### src/rtl/sound_latch_pkg.sv
// Shared constants for the main-CPU sound latch endpoint: status/control bit positions,
// default command pacing and a status-byte packing helper.
package sound_latch_pkg;

    localparam int unsigned ST_REPLY_PENDING   = 0;
    localparam int unsigned ST_FIFO_FULL       = 1;
    localparam int unsigned ST_FIFO_EMPTY      = 2;
    localparam int unsigned ST_CMD_OVERFLOW    = 3;
    localparam int unsigned ST_REPLY_OVERRUN   = 4;

    localparam int unsigned CTL_FLUSH          = 0;

    localparam int unsigned DEFAULT_GAP_CYCLES = 1024;

    function automatic logic [7:0] pack_status(input logic pending,
                                               input logic full,
                                               input logic empty,
                                               input logic overflow,
                                               input logic overrun);
        logic [7:0] s;
        s                   = '0;
        s[ST_REPLY_PENDING] = pending;
        s[ST_FIFO_FULL]     = full;
        s[ST_FIFO_EMPTY]    = empty;
        s[ST_CMD_OVERFLOW]  = overflow;
        s[ST_REPLY_OVERRUN] = overrun;
        return s;
    endfunction

endpackage

### src/rtl/sound_cmd_fifo.sv
// Synchronous 8-bit command FIFO with flush; pointers carry an extra wrap bit so
// full and empty are distinguished without a separate counter.
module sound_cmd_fifo #(
    parameter int unsigned DEPTH = 4
) (
    input  logic                   clk_i,
    input  logic                   rst_ni,
    input  logic                   push_i,
    input  logic                   pop_i,
    input  logic                   flush_i,
    input  logic [7:0]             wdata_i,
    output logic [7:0]             rdata_o,
    output logic                   full_o,
    output logic                   empty_o,
    output logic [$clog2(DEPTH):0] count_o
);

    localparam int unsigned AW = $clog2(DEPTH);

    logic [7:0]    mem_q [DEPTH];
    logic [AW:0]   wptr_q, wptr_d;
    logic [AW:0]   rptr_q, rptr_d;
    logic          push_ok, pop_ok, wr_en;
    logic [AW-1:0] wr_idx;

    assign full_o  = (wptr_q[AW] != rptr_q[AW]) && (wptr_q[AW-1:0] == rptr_q[AW-1:0]);
    assign empty_o = (wptr_q == rptr_q);
    assign count_o = wptr_q - rptr_q;
    assign rdata_o = mem_q[rptr_q[AW-1:0]];

    // A full FIFO still accepts a push when the head leaves in the same cycle.
    assign push_ok = push_i && (!full_o || pop_i);
    assign pop_ok  = pop_i && !empty_o;

    // Flush empties first, so a simultaneous push lands in slot 0.
    assign wr_en  = push_i && (flush_i || push_ok);
    assign wr_idx = flush_i ? '0 : wptr_q[AW-1:0];

    always_comb begin
        wptr_d = wptr_q;
        rptr_d = rptr_q;
        if (flush_i) begin
            rptr_d = '0;
            wptr_d = {{AW{1'b0}}, push_i};
        end else begin
            if (push_ok) wptr_d = wptr_q + 1'b1;
            if (pop_ok)  rptr_d = rptr_q + 1'b1;
        end
    end

    always_ff @(posedge clk_i or negedge rst_ni) begin
        if (!rst_ni) begin
            wptr_q <= '0;
            rptr_q <= '0;
        end else begin
            wptr_q <= wptr_d;
            rptr_q <= rptr_d;
        end
    end

    always_ff @(posedge clk_i) begin
        if (wr_en) mem_q[wr_idx] <= wdata_i;
    end

endmodule

### src/rtl/sound_latch_host.sv
// Main-CPU endpoint of the sound command/reply latch pair. Defining SOUND_CMD_FIFO_EN adds a
// paced command FIFO; otherwise each command write goes straight to the latch next cycle.
module sound_latch_host
    import sound_latch_pkg::*;
#(
    parameter int unsigned FIFO_DEPTH = 4,
    parameter int unsigned GAP_CYCLES = DEFAULT_GAP_CYCLES
) (
    input  logic       clk_sys_i,
    input  logic       reset_n_i,
    input  logic       cs_i,
    input  logic       cpu_wr_i,
    input  logic       cpu_rd_i,
    input  logic       cpu_a0_i,
    input  logic [7:0] cpu_din_i,
    output logic [7:0] cpu_dout_o,
    output logic       snd_latch_wr_o,
    output logic [7:0] snd_latch_din_o,
    output logic       snd_latch_rd_o,
    input  logic [7:0] snd_reply_i,
    input  logic       snd_reply_rdy_i,
    output logic       irq_o
);

    if (GAP_CYCLES < 2 || FIFO_DEPTH < 2 || FIFO_DEPTH > 16 ||
        (FIFO_DEPTH & (FIFO_DEPTH - 1)) != 0) begin : g_bad_param
        $error("sound_latch_host: unsupported FIFO_DEPTH/GAP_CYCLES");
    end

    logic cmd_wr, reply_rd, stat_rd;
    assign cmd_wr   = cs_i && cpu_wr_i && !cpu_a0_i;
    assign reply_rd = cs_i && cpu_rd_i && !cpu_a0_i;
    assign stat_rd  = cs_i && cpu_rd_i &&  cpu_a0_i;

    logic       latch_wr_q, latch_wr_d;
    logic [7:0] latch_din_q, latch_din_d;
    logic       fifo_full, fifo_empty;
    logic       overflow_set;

`ifdef SOUND_CMD_FIFO_EN
    localparam int unsigned GapW = $clog2(GAP_CYCLES);

    logic                        ctl_wr, flush, issue;
    logic [7:0]                  fifo_rdata;
    logic [$clog2(FIFO_DEPTH):0] unused_fifo_count;
    logic [GapW-1:0]             gap_q, gap_d;

    assign ctl_wr = cs_i && cpu_wr_i && cpu_a0_i;
    assign flush  = ctl_wr && cpu_din_i[CTL_FLUSH];
    // A flushed head is discarded rather than sent.
    assign issue  = !fifo_empty && (gap_q == '0) && !flush;
    assign overflow_set = cmd_wr && fifo_full && !issue && !flush;

    sound_cmd_fifo #(
        .DEPTH (FIFO_DEPTH)
    ) u_cmd_fifo (
        .clk_i   (clk_sys_i),
        .rst_ni  (reset_n_i),
        .push_i  (cmd_wr),
        .pop_i   (issue),
        .flush_i (flush),
        .wdata_i (cpu_din_i),
        .rdata_o (fifo_rdata),
        .full_o  (fifo_full),
        .empty_o (fifo_empty),
        .count_o (unused_fifo_count)
    );

    always_comb begin
        gap_d       = gap_q;
        latch_wr_d  = issue;
        latch_din_d = latch_din_q;
        if (issue) begin
            gap_d       = GapW'(GAP_CYCLES - 1);
            latch_din_d = fifo_rdata;
        end else if (gap_q != '0) begin
            gap_d = gap_q - 1'b1;
        end
    end

    always_ff @(posedge clk_sys_i or negedge reset_n_i) begin
        if (!reset_n_i) gap_q <= '0;
        else            gap_q <= gap_d;
    end
`else
    assign fifo_full    = 1'b0;
    assign fifo_empty   = 1'b1;
    assign overflow_set = 1'b0;

    always_comb begin
        latch_wr_d  = cmd_wr;
        latch_din_d = cmd_wr ? cpu_din_i : latch_din_q;
    end
`endif

    // Reply path: capture on a rising edge of the ready level, auto-acknowledge next cycle.
    logic       rdy_prev_q, capture;
    logic [7:0] reply_q, reply_d;
    logic       pending_q, pending_d;
    logic       overrun_q, overrun_d;
    logic       overflow_q, overflow_d;
    logic       latch_rd_q;

    assign capture = snd_reply_rdy_i && !rdy_prev_q;

    always_comb begin
        reply_d    = capture ? snd_reply_i : reply_q;
        pending_d  = pending_q;
        overrun_d  = overrun_q;
        overflow_d = overflow_q;
        if (capture)       pending_d = 1'b1;
        else if (reply_rd) pending_d = 1'b0;
        // Sticky bits clear on status read, but a same-cycle set event wins.
        if (stat_rd) begin
            overrun_d  = 1'b0;
            overflow_d = 1'b0;
        end
        if (capture && pending_q && !reply_rd) overrun_d = 1'b1;
        if (overflow_set) overflow_d = 1'b1;
    end

    always_ff @(posedge clk_sys_i or negedge reset_n_i) begin
        if (!reset_n_i) begin
            rdy_prev_q  <= 1'b0;
            reply_q     <= '0;
            pending_q   <= 1'b0;
            overrun_q   <= 1'b0;
            overflow_q  <= 1'b0;
            latch_rd_q  <= 1'b0;
            latch_wr_q  <= 1'b0;
            latch_din_q <= '0;
        end else begin
            rdy_prev_q  <= snd_reply_rdy_i;
            reply_q     <= reply_d;
            pending_q   <= pending_d;
            overrun_q   <= overrun_d;
            overflow_q  <= overflow_d;
            latch_rd_q  <= capture;
            latch_wr_q  <= latch_wr_d;
            latch_din_q <= latch_din_d;
        end
    end

    always_comb begin
        cpu_dout_o = '0;
        if (reply_rd) begin
            cpu_dout_o = reply_q;
        end else if (stat_rd) begin
            cpu_dout_o = pack_status(pending_q, fifo_full, fifo_empty, overflow_q, overrun_q);
        end
    end

    assign snd_latch_wr_o  = latch_wr_q;
    assign snd_latch_din_o = latch_din_q;
    assign snd_latch_rd_o  = latch_rd_q;
    assign irq_o           = pending_q;

endmodule

### config.mk
export PLATFORM = sky130hd
export DESIGN_NAME = sound_latch_host
export DESIGN_NICKNAME = d
export VERILOG_FILES = /design/src/rtl/sound_latch_pkg.sv /design/src/rtl/sound_cmd_fifo.sv /design/src/rtl/sound_latch_host.sv
export SDC_FILE = /design/constraint.sdc
export NUM_CORES = 1
export LEC_CHECK = 0
export BUFFER_PORTS_ARGS = -buffer_cell sky130_fd_sc_hd__clkbuf_2
export CAP_MARGIN = 5
export CORE_UTILIZATION = 40
export CTS_CLUSTER_DIAMETER = 40
export DETAILED_ROUTE_END_ITERATION = 16
export GPL_ROUTABILITY_DRIVEN = 0
export HOLD_SLACK_MARGIN = 0.02
export PLACE_DENSITY = 0.71
export REMOVE_ABC_BUFFERS = 1
export SKIP_LAST_GASP = 1
export SYNTH_ARGS = -nofsm -noshare
export SYNTH_HDL_FRONTEND = slang
export SYNTH_SLANG_ARGS = --single-unit
### constraint.sdc
create_clock -name clk_sys_i -period 1.4 [get_ports clk_sys_i]
set_input_delay 0.07 -clock clk_sys_i [delete_from_list [all_inputs] [get_ports clk_sys_i]]
set_output_delay 0.07 -clock clk_sys_i [all_outputs]
set_load 0.1 [all_outputs]
==> reports/metrics.yaml, run 1 <==
status:
  run_status: "finished, final reports clean"
setup_path:
  rr_startpoint: "rdy_prev_q"
  critPathArrivalTime_ns: 1.25
  reg2regPathDepth: 3
  r2r_setup_slack_ns: 0.27
  crit_path_max_fanout: 2
  timing.critical_path.from_type: "register"
  rr_endpoint: "reply_q[3]"
  crit_type: "reg2out"
  crit_required_ns: 1.33
  crit_path_end_kind: "primary output"
detailed_routing:
  drt-initial-drc-count: 5
  highest_routing_layer_actually_used: "met4"
  via_per_inst: 4.74
  post_drt_wl_per_cell_um: 12.3
  drtAntennaViolNets: 0
  num_vias: 711
  met3_wirelength_um: 66
  number_of_drc_violations_after_detailed_routing: 0
  routedLengthMet1_um: 676
  detail_route.first_pass.iterations: 4
  postRouteWirelength_um: 1840
  met2WireLength_um: 1070
synth:
  postSynthRegisterBits: 21
  synthesis.area_per_instance_um2: 14.5
  synth.cell_area_um2: 887
  yosys.cell_types.count: 18
  postSynthCellCount: 61
  synth-warning-count: 0
  synth.yosys.seq_area_share: 0.592
pwr:
  pwr-share-seq: 0.417
  irDropWorstVdd_v: 0.000893
  power.switching_fraction: 0.434
  share_comb_of_total_power: 0.427
  intPower_mw: 1.01
  total_power_mw: 1.79
  power_per_cell_area_nw_per_um2: 1280
  share_clk_of_total_power: 0.156
  netSwitchingPower_mw: 0.777
  p_leak_nw: 0.708
timing:
  timing.clock.skew_ns: 0.00329
  slew_violations: 0
  final.min_clock_period_ns: 1.32
  setup-violations-final: 0
  timing.setup.tns_ns: 0
  slew-limit-headroom: 0.630
  ratio_of_final_minimum_period_to_clock_period: 0.946
  grt_setup_unrepaired: "no"
  timing_hold_violations_final: 0
  fmax_ghz: 0.755
  worst_max_slew_pin_slew_ns: 0.557
place:
  dp.cells: 128
  dp_hpwl_um: 1300
  numPortBuffers: 41
  post_dp_cell_area_um2: 1190
final_layout:
  final_core_util: 0.693
  synthToLayoutAreaGrowth_pct: 58.0
  antenna-diode-count: 0
  num-nets-final: 147
  layout.area.seq_um2: 526
  postLayoutCellArea_um2: 1400
  footprint_of_the_multi_input_gates_um2: 335
  layout_cells_excl_fill: 150
  fillCellCount: 167
  layout-drive-gt1-share: 0.520
clocking:
  cts_max_level: 1
  cts_buffers: 3
  cts_max_path_buffers: 2
  cts_root_buffer: "sky130_fd_sc_hd__clkbuf_4"
  cts.clk_slew.worst_paths_ns: 0.11
  cts-resized-gates: 0
  cts_sink_cnt: 21
  clock_latency_ns: 0.30
  tritoncts: "done"
floorplan:
  ios: 42
  start_util: 0.439
  core_area_um2: 2020
  floorplan.die_area_um2: 2410
  placementRows: 16
  chip_height_um: 49.1
  die_w_um: 49.1
grt:
  grt_max_degree: 22
  first_global_vias: 739
  grt_first_pass_wirelength_um: 3170
  gr-usage-all-layers: 0.179
  grt_antenna_before_repair: 0
  grt_overflow: 0
hold_path:
  min_delay_worst_type: "in2reg"
  hold_path_depth: 3
  holdPathEnd: "snd_latch_wr_o"
  timing.hold.worst.start: "cpu_wr_i"
job:
  max_cap_viols: 0
power groups by stage:
stage                     logic, mW  clock network, mW  registers, mW
after floorplan               0.206                  0           1.11
after global routing          0.792              0.323          0.757
after global placement        0.720                  0          0.751
after detailed placement      0.727                  0          0.758
final                         0.764              0.278          0.745
after CTS                     0.768              0.299          0.745
worst max-delay path, cell delays in order, from the launching register on:
cell and delay (ns):
sky130_fd_sc_hd__dfrtp_1 0.37, sky130_fd_sc_hd__nor2_1 0.05, sky130_fd_sc_hd__nor2_1 0.08, sky130_fd_sc_hd__clkbuf_2 0.46
timing repair:
item	CTS	global route
buffers inserted	0	0
endpoints found under the hold margin	38	0
setup endpoints to repair	0	0
hold buffers	18	0
registers in the layout, summed over array words and instances (netlist names):
signal and flops:
snd_latch_wr_o 1, overrun_q 1, rdy_prev_q 1, reply_q 8
snd_latch_din_o 8, snd_latch_rd_o 1, irq_o 1
layout make-up:
cell class | instances | area share
clock buffers | 4 | 0.0188
inverters | 2 | 0.00536
multi-input cells | 36 | 0.239
flip-flops and latches | 21 | 0.375
well taps | 27 | 0.0241
repair buffers | 60 | 0.338
through the flow:
stage	setup slack (ns)	hold WS, ns
global placement	0.296	0.0568
global route	0.00988	0.107
finish	0.0756	0.0955
detailed placement	0.268	0.0644
CTS	0.0513	0.0858
floorplan	-1.06	-0.226
cell usage after synthesis:
library cell	count	area [µm²]
sky130_fd_sc_hd__mux2i_1	2	20.0
sky130_fd_sc_hd__buf_4	1	7.51
sky130_fd_sc_hd__nor2_1	4	15.0
sky130_fd_sc_hd__and2b_2	1	8.76
sky130_fd_sc_hd__and3b_1	1	8.76
sky130_fd_sc_hd__and3b_2	1	10.0
sky130_fd_sc_hd__buf_6	1	11.3
sky130_fd_sc_hd__mux2_4	1	15.0
sky130_fd_sc_hd__o32a_1	1	10.0
sky130_fd_sc_hd__mux2_2	15	169
sky130_fd_sc_hd__nand3b_4	1	20.0
sky130_fd_sc_hd__and4b_1	1	10.0
sky130_fd_sc_hd__inv_1	2	7.51
sky130_fd_sc_hd__o21bai_1	1	7.51
sky130_fd_sc_hd__and2_1	5	31.3
sky130_fd_sc_hd__dfrtp_1	21	526
sky130_fd_sc_hd__nor2b_1	1	6.26
sky130_fd_sc_hd__nand2_1	1	3.75
placed cells by master, fill, tap and decap left out:
cell type / instances
sky130_fd_sc_hd__and2_1: 5
sky130_fd_sc_hd__and2b_2: 1
sky130_fd_sc_hd__and3b_1: 1
sky130_fd_sc_hd__and3b_2: 1
sky130_fd_sc_hd__and4b_1: 1
sky130_fd_sc_hd__buf_12: 5
sky130_fd_sc_hd__buf_4: 3
sky130_fd_sc_hd__clkbuf_1: 1
sky130_fd_sc_hd__clkbuf_2: 34
sky130_fd_sc_hd__clkbuf_4: 3
sky130_fd_sc_hd__dfrtp_1: 21
sky130_fd_sc_hd__dlygate4sd3_1: 18
sky130_fd_sc_hd__inv_1: 2
sky130_fd_sc_hd__mux2_2: 15
sky130_fd_sc_hd__mux2_4: 1
sky130_fd_sc_hd__mux2i_1: 2
sky130_fd_sc_hd__nand2_1: 1
sky130_fd_sc_hd__nand3b_4: 1
sky130_fd_sc_hd__nor2_1: 4
sky130_fd_sc_hd__nor2b_1: 1
sky130_fd_sc_hd__o21bai_1: 1
sky130_fd_sc_hd__o32a_1: 1
logic make-up after synthesis:
| kind of cell | count (synthesis) | synth area share |
|---|---|---|
| buffers and inverters | 4 | 0.0296 |
| AND/OR/NAND/NOR | 16 | 0.128 |
| AO/OA/AOI/OAI | 2 | 0.0197 |
| multiplexers | 18 | 0.230 |
| flip-flops | 21 | 0.592 |
how the worst max path moves through the flow:
stage	slack, ns	depth (start not counted)	end	from
after global routing	0.01	3	cpu_dout_o[2]	reply_q[2]
after floorplan	-1.06	2	cpu_dout_o[0]	irq_o
after CTS	0.05	3	cpu_dout_o[2]	reply_q[2]
after global placement	0.30	3	reply_q[5]	rdy_prev_q
after detailed placement	0.27	3	reply_q[3]	rdy_prev_q
final	0.08	3	cpu_dout_o[2]	reply_q[2]
per-layer routing:
metal / track usage / vias up
li1: - / 335
met1: 0.181 / 350
met2: 0.338 / 22
met3: 0.0312 / 4
met4: 0.103 / 0
met5: 0 / -
(Power assumes the default switching activity.)
==> run 2, diff against run 1 <==
--- a/config.mk
+++ b/config.mk
@@ -7,12 +7,12 @@
 export LEC_CHECK = 0
 export BUFFER_PORTS_ARGS = -buffer_cell sky130_fd_sc_hd__clkbuf_2
 export CAP_MARGIN = 5
-export CORE_UTILIZATION = 40
+export CORE_UTILIZATION = 44
 export CTS_CLUSTER_DIAMETER = 40
 export DETAILED_ROUTE_END_ITERATION = 16
 export GPL_ROUTABILITY_DRIVEN = 0
 export HOLD_SLACK_MARGIN = 0.02
-export PLACE_DENSITY = 0.71
+export PLACE_DENSITY = 0.76
 export REMOVE_ABC_BUFFERS = 1
 export SKIP_LAST_GASP = 1
 export SYNTH_ARGS = -nofsm -noshare
==> run 2 against run 1 <==
Sequential power about the same. Global-route usage increased by 1.1 points. First-iteration DRC count unchanged. Non-clock buffer count unchanged. Largest cell class unchanged. Wire length increased by 3.4%. Utilization increased by 8.4 points. Clock power about the same. Combinational power increased by 0.8%.
==> reports/metrics.yaml, run 2 (synthesis gave the netlist of run 1 again) <==
status:
  run_status: "finished, final reports clean"
setup_path:
  timing.critical_path.from_type: "register"
  crit_path_max_incr_delay_ns: 0.42
  critPathArrivalTime_ns: 1.22
  reg2regPathDepth: 3
  cp_slowest_cell: "sky130_fd_sc_hd__buf_2"
  timing.critical_path.buf_inv: 1
  timing.critical_path.cells: "nor2_1 -> nor2_1 -> buf_2"
  crit_path_end_kind: "primary output"
  crit_type: "reg2out"
  crit_path_max_fanout: 2
  r2r_setup_slack_ns: 0.24
  crit_required_ns: 1.33
  critPathMostFrequentCell: "sky130_fd_sc_hd__nor2_1"
  critical_path.top_delay_family: "buffers and inverters"
  rr_startpoint: "rdy_prev_q"
  rr_endpoint: "reply_q[7]"
timing:
  timing_hold_violations_final: 0
  timing.clock.skew_ns: 0.000407
  final.min_clock_period_ns: 1.29
  slew_violations: 0
  fmax_ghz: 0.777
  ratio_of_final_minimum_period_to_clock_period: 0.920
  setup-violations-final: 0
  worst_max_slew_pin_slew_ns: 0.560
  slew-limit-headroom: 0.628
  timing.setup.tns_ns: 0
  grt_setup_unrepaired: "no"
clocking:
  clock_latency_ns: 0.29
  post_cts.repair.setup_buffers: 0
  cts_root_buffer: "sky130_fd_sc_hd__clkbuf_4"
  cts_max_level: 1
  cts_buffers: 3
  cts.clk_slew.worst_paths_ns: 0.11
  cts_max_path_buffers: 2
  tritoncts: "done"
  cts_sink_cnt: 21
grt:
  grt_antenna_before_repair: 0
  grt_first_pass_wirelength_um: 2820
  grt_overflow: 0
  first_global_vias: 674
  grt_max_degree: 22
  gr-usage-all-layers: 0.190
final_layout:
  final_common_cell: "sky130_fd_sc_hd__clkbuf_2"
  synthToLayoutAreaGrowth_pct: 57.8
  final_cell_mix: "sky130_fd_sc_hd__clkbuf_2 (33), sky130_fd_sc_hd__dfrtp_1 (21), sky130_fd_sc_hd__dlygate4sd3_1 (18)"
  antenna-diode-count: 0
  num-nets-final: 147
  layout-drive-gt1-share: 0.528
pwr:
  power_per_cell_area_nw_per_um2: 1280
  p_leak_nw: 0.711
  total_power_mw: 1.79
  irDropWorstVdd_v: 0.000991
detailed_routing:
  drtAntennaViolNets: 0
  via_per_inst: 4.67
  num_vias: 691
  postRouteWirelength_um: 1900
  drt-initial-drc-count: 5
  detail_route.first_pass.iterations: 4
  post_drt_wl_per_cell_um: 12.9
  number_of_drc_violations_after_detailed_routing: 0
floorplan:
  ios: 42
  chip_height_um: 46.9
  floorplan.die_area_um2: 2200
  core_area_um2: 1800
  placementRows: 15
  start_util: 0.492
  die_w_um: 46.9
hold_path:
  timing.hold.worst.start: "cpu_wr_i"
  min_delay_worst_type: "in2reg"
  holdPathEnd: "snd_latch_wr_o"
  hold_path_depth: 3
place:
  numPortBuffers: 41
  dp_hpwl_um: 1350
job:
  max_cap_viols: 0
## run 2: changes by cell type in the layout (fill, tap and decap cells not counted)
| cell | previous run | this run |
|---|---|---|
| sky130_fd_sc_hd__clkinv_2 | 0 | 1 |
| sky130_fd_sc_hd__buf_2 | 0 | 1 |
| sky130_fd_sc_hd__clkbuf_1 | 1 | 0 |
| sky130_fd_sc_hd__clkbuf_2 | 34 | 33 |
## run 2: worst reg2reg max path, delay by kind of cell (launching register included)
kind                   cells  cell delay, ns
flip-flops                 1            0.40
multiplexers               1            0.36
buffers and inverters      1            0.19
AND/OR/NAND/NOR            1            0.11
## run 2: layer usage
metal,part of all wire,track usage,up-vias
met3,0.036,0.0192,6
met5,0,0,-
met4,0.030,0.126,0
met2,0.55,0.336,22
li1,-,-,334
met1,0.38,0.217,329
## run 2: worst max-delay path by stage
stage,slack [ns],endpoint,cells after the start,from
global route,0.04,cpu_dout_o[2],3,reply_q[2]
floorplan,-1.06,cpu_dout_o[0],2,irq_o
global placement,0.30,reply_q[3],3,rdy_prev_q
CTS,0.05,cpu_dout_o[2],3,reply_q[2]
finish,0.11,cpu_dout_o[2],3,reply_q[2]
detailed placement,0.25,reply_q[7],3,rdy_prev_q
## run 2: final cells by class
cell class	count	area [µm²]
Timing Repair Buffer	60	473
Tap cell	25	31.3
Fill cell	123	402
Clock buffer	3	22.5
Sequential cell	21	526
Inverter	2	7.51
Multi-Input combinational cell	36	335
Clock inverter	1	5.00
## run 2: per-stage QoR
stage	hold slack, ns	std cells	setup WS [ns]	instance area [µm²]	utilization
global route	0.108	148	0.0382	1400	0.777
finish	0.101	148	0.113	1400	0.777
floorplan	-0.226	59	-1.06	868	-
detailed placement	0.0571	126	0.253	1190	0.662
CTS	0.0938	148	0.0546	1400	0.777
global placement	0.0549	126	0.298	1190	0.662
## run 2: where the power goes
part,internal (mW),leakage [nW],switching [mW]
Combinational,0.204,0.444,0.566
Sequential,0.697,0.249,0.0509
Clock,0.106,0.0177,0.171
Total,1.01,0.711,0.788
## run 2: timing repair
| item | 4_1_cts | 5_1_grt |
|---|---|---|
| endpoints found under the hold margin | 38 | 0 |
| hold buffers | 18 | 0 |
| setup endpoints to repair | 0 | 1 |
| gates resized for setup | 0 | 1 |
==> run 3, diff against run 2 <==
--- a/config.mk
+++ b/config.mk
@@ -12,6 +12,7 @@
 export DETAILED_ROUTE_END_ITERATION = 16
 export GPL_ROUTABILITY_DRIVEN = 0
 export HOLD_SLACK_MARGIN = 0.02
+export MAX_ROUTING_LAYER = met4
 export PLACE_DENSITY = 0.76
 export REMOVE_ABC_BUFFERS = 1
 export SKIP_LAST_GASP = 1
==> run 3 against run 2 <==
Hold slack hardly changed. Utilization stayed put. First-iteration DRC count stayed put. Via count stayed put. Sequential power hardly changed. Worst setup slack hardly changed. Maximum frequency hardly changed. Largest power group unchanged. Largest cell class unchanged. Count of clock-buffer cells in the layout stayed put. Critical path depth stayed put. Clock power hardly changed.
==> reports/metrics.yaml, run 3 (synthesis gave the netlist of run 1 again) <==
setup_path:
  critPathMostFrequentCell: "sky130_fd_sc_hd__nor2_1"
  timing.critical_path.cells: "nor2_1 -> nor2_1 -> buf_2"
  timing.critical_path.from_type: "register"
  crit_required_ns: 1.33
  crit_type: "reg2out"
  crit_path_max_fanout: 2
  critPathArrivalTime_ns: 1.22
  crit_path_end_kind: "primary output"
  crit_path_max_incr_delay_ns: 0.42
  timing.critical_path.buf_inv: 1
  critical_path.top_delay_family: "buffers and inverters"
  cp_slowest_cell: "sky130_fd_sc_hd__buf_2"
detailed_routing:
  postRouteWirelength_um: 1900
  via_per_inst: 4.67
  drt-initial-drc-count: 5
  num_vias: 691
  drtAntennaViolNets: 0
  detail_route.first_pass.iterations: 4
  post_drt_wl_per_cell_um: 12.9
  number_of_drc_violations_after_detailed_routing: 0
final_layout:
  synthToLayoutAreaGrowth_pct: 57.8
  antenna-diode-count: 0
  final_common_cell: "sky130_fd_sc_hd__clkbuf_2"
  num-nets-final: 147
  layout.area.seq_um2: 526
  footprint_of_the_multi_input_gates_um2: 335
  final_cell_mix: "sky130_fd_sc_hd__clkbuf_2 (33), sky130_fd_sc_hd__dfrtp_1 (21), sky130_fd_sc_hd__dlygate4sd3_1 (18)"
  layout-drive-gt1-share: 0.528
  fillCellCount: 123
pwr:
  power_per_cell_area_nw_per_um2: 1280
  share_comb_of_total_power: 0.429
  total_power_mw: 1.79
  p_leak_nw: 0.711
  pwr-share-seq: 0.417
  share_clk_of_total_power: 0.154
  netSwitchingPower_mw: 0.788
  intPower_mw: 1.01
  irDropWorstVdd_v: 0.000991
  power.switching_fraction: 0.439
grt:
  grt_first_pass_wirelength_um: 2820
  grt_overflow: 0
  grt_antenna_before_repair: 0
  grt_max_degree: 22
  grt_busiest_layer: "met2"
  first_global_vias: 675
  gr-usage-all-layers: 0.196
  grt_use_met1: 0.220
  met2_usage: 0.336
  grt_use_met3: 0.0154
clocking:
  post_cts.repair.setup_buffers: 0
  tritoncts: "done"
  cts_root_buffer: "sky130_fd_sc_hd__clkbuf_4"
  cts_max_path_buffers: 2
  cts.clk_slew.worst_paths_ns: 0.11
  cts_sink_cnt: 21
  cts_buffers: 3
  cts_max_level: 1
  clock_latency_ns: 0.29
timing:
  slew_violations: 0
  timing.clock.skew_ns: 0.000407
  grt_setup_unrepaired: "no"
  worst_max_slew_pin_slew_ns: 0.560
  timing_hold_violations_final: 0
  setup-violations-final: 0
  slew-limit-headroom: 0.628
  ratio_of_final_minimum_period_to_clock_period: 0.920
  fmax_ghz: 0.777
  final.min_clock_period_ns: 1.29
  hold_ws_ns: 0.101
job:
  max_cap_viols: 0
floorplan:
  placementRows: 15
  ios: 42
  start_util: 0.492
  chip_height_um: 46.9
  die_w_um: 46.9
  floorplan.die_area_um2: 2200
  core_area_um2: 1800
status:
  run_status: "finished, final reports clean"
place:
  dp_hpwl_um: 1350
  numPortBuffers: 41
hold_path:
  min_delay_worst_type: "in2reg"
run 3: cell counts in the layout (fill, tap and decap cells not counted):
No cell type changed its count.
run 3: layout make-up:
cell class                 instances  area share
inverter                           2     0.00536
clock buffer                       3      0.0161
multi-input combinational         36       0.240
tap                               25      0.0223
timing repair buffer              60       0.338
sequential                        21       0.375
clock inverter                     1     0.00357
run 3: stage by stage:
stage / area, µm² / utilization / cells / setup slack (ns) / setup TNS, ns
after floorplan: 868 / - / 59 / -1.06 / -1.81
after global placement: 1190 / 0.662 / 126 / 0.298 / 0
after detailed placement: 1190 / 0.662 / 126 / 0.253 / 0
after CTS: 1400 / 0.777 / 148 / 0.0546 / 0
after global routing: 1400 / 0.777 / 148 / 0.0382 / 0
final: 1400 / 0.777 / 148 / 0.113 / 0
run 3: path summary, 6_finish.rpt:
kind                                      endpoint       start  depth (start not counted)  slack, ns
max in group asynchronous       snd_latch_din_o[0]   reset_n_i                          2       0.77
worst max-delay path                 cpu_dout_o[2]  reply_q[2]                          3       0.11
worst min register to register          reply_q[1]  reply_q[1]                          1       0.51
worst min-delay path                snd_latch_wr_o    cpu_wr_i                          3       0.10
min in group asynchronous               reply_q[5]   reset_n_i                          2       0.30
worst max register to register          reply_q[7]  rdy_prev_q                          3       0.24
run 3: layer usage:
metal  vias to the layer above  share of wire
li1                        334              -
met1                       329           0.38
met2                        22           0.55
met3                         6          0.033
met4                         0          0.030
met5                         -              0
run 3: what timing repair did:
action | in CTS | in global routing
hold buffers | 18 | 0
resized for setup | 0 | 1
endpoints found under the hold margin | 38 | 0
endpoints found under the setup margin | 0 | 1
run 3: power by group through the flow:
stage          sequential (mW)  combinational [mW]  clock, mW
3_3_place_gp             0.750               0.719          0
4_1_cts                  0.746               0.769      0.292
3_5_place_dp             0.759               0.729          0
5_1_grt                  0.759               0.798      0.311
6_report                 0.748               0.770      0.277
2_1_floorplan             1.11               0.206          0
run 3: worst register-to-register path: stages (launching register included):
cell and delay [ns]:
sky130_fd_sc_hd__dfrtp_1 0.40, sky130_fd_sc_hd__nor2b_1 0.11, sky130_fd_sc_hd__buf_4 0.19, sky130_fd_sc_hd__mux2_2 0.36
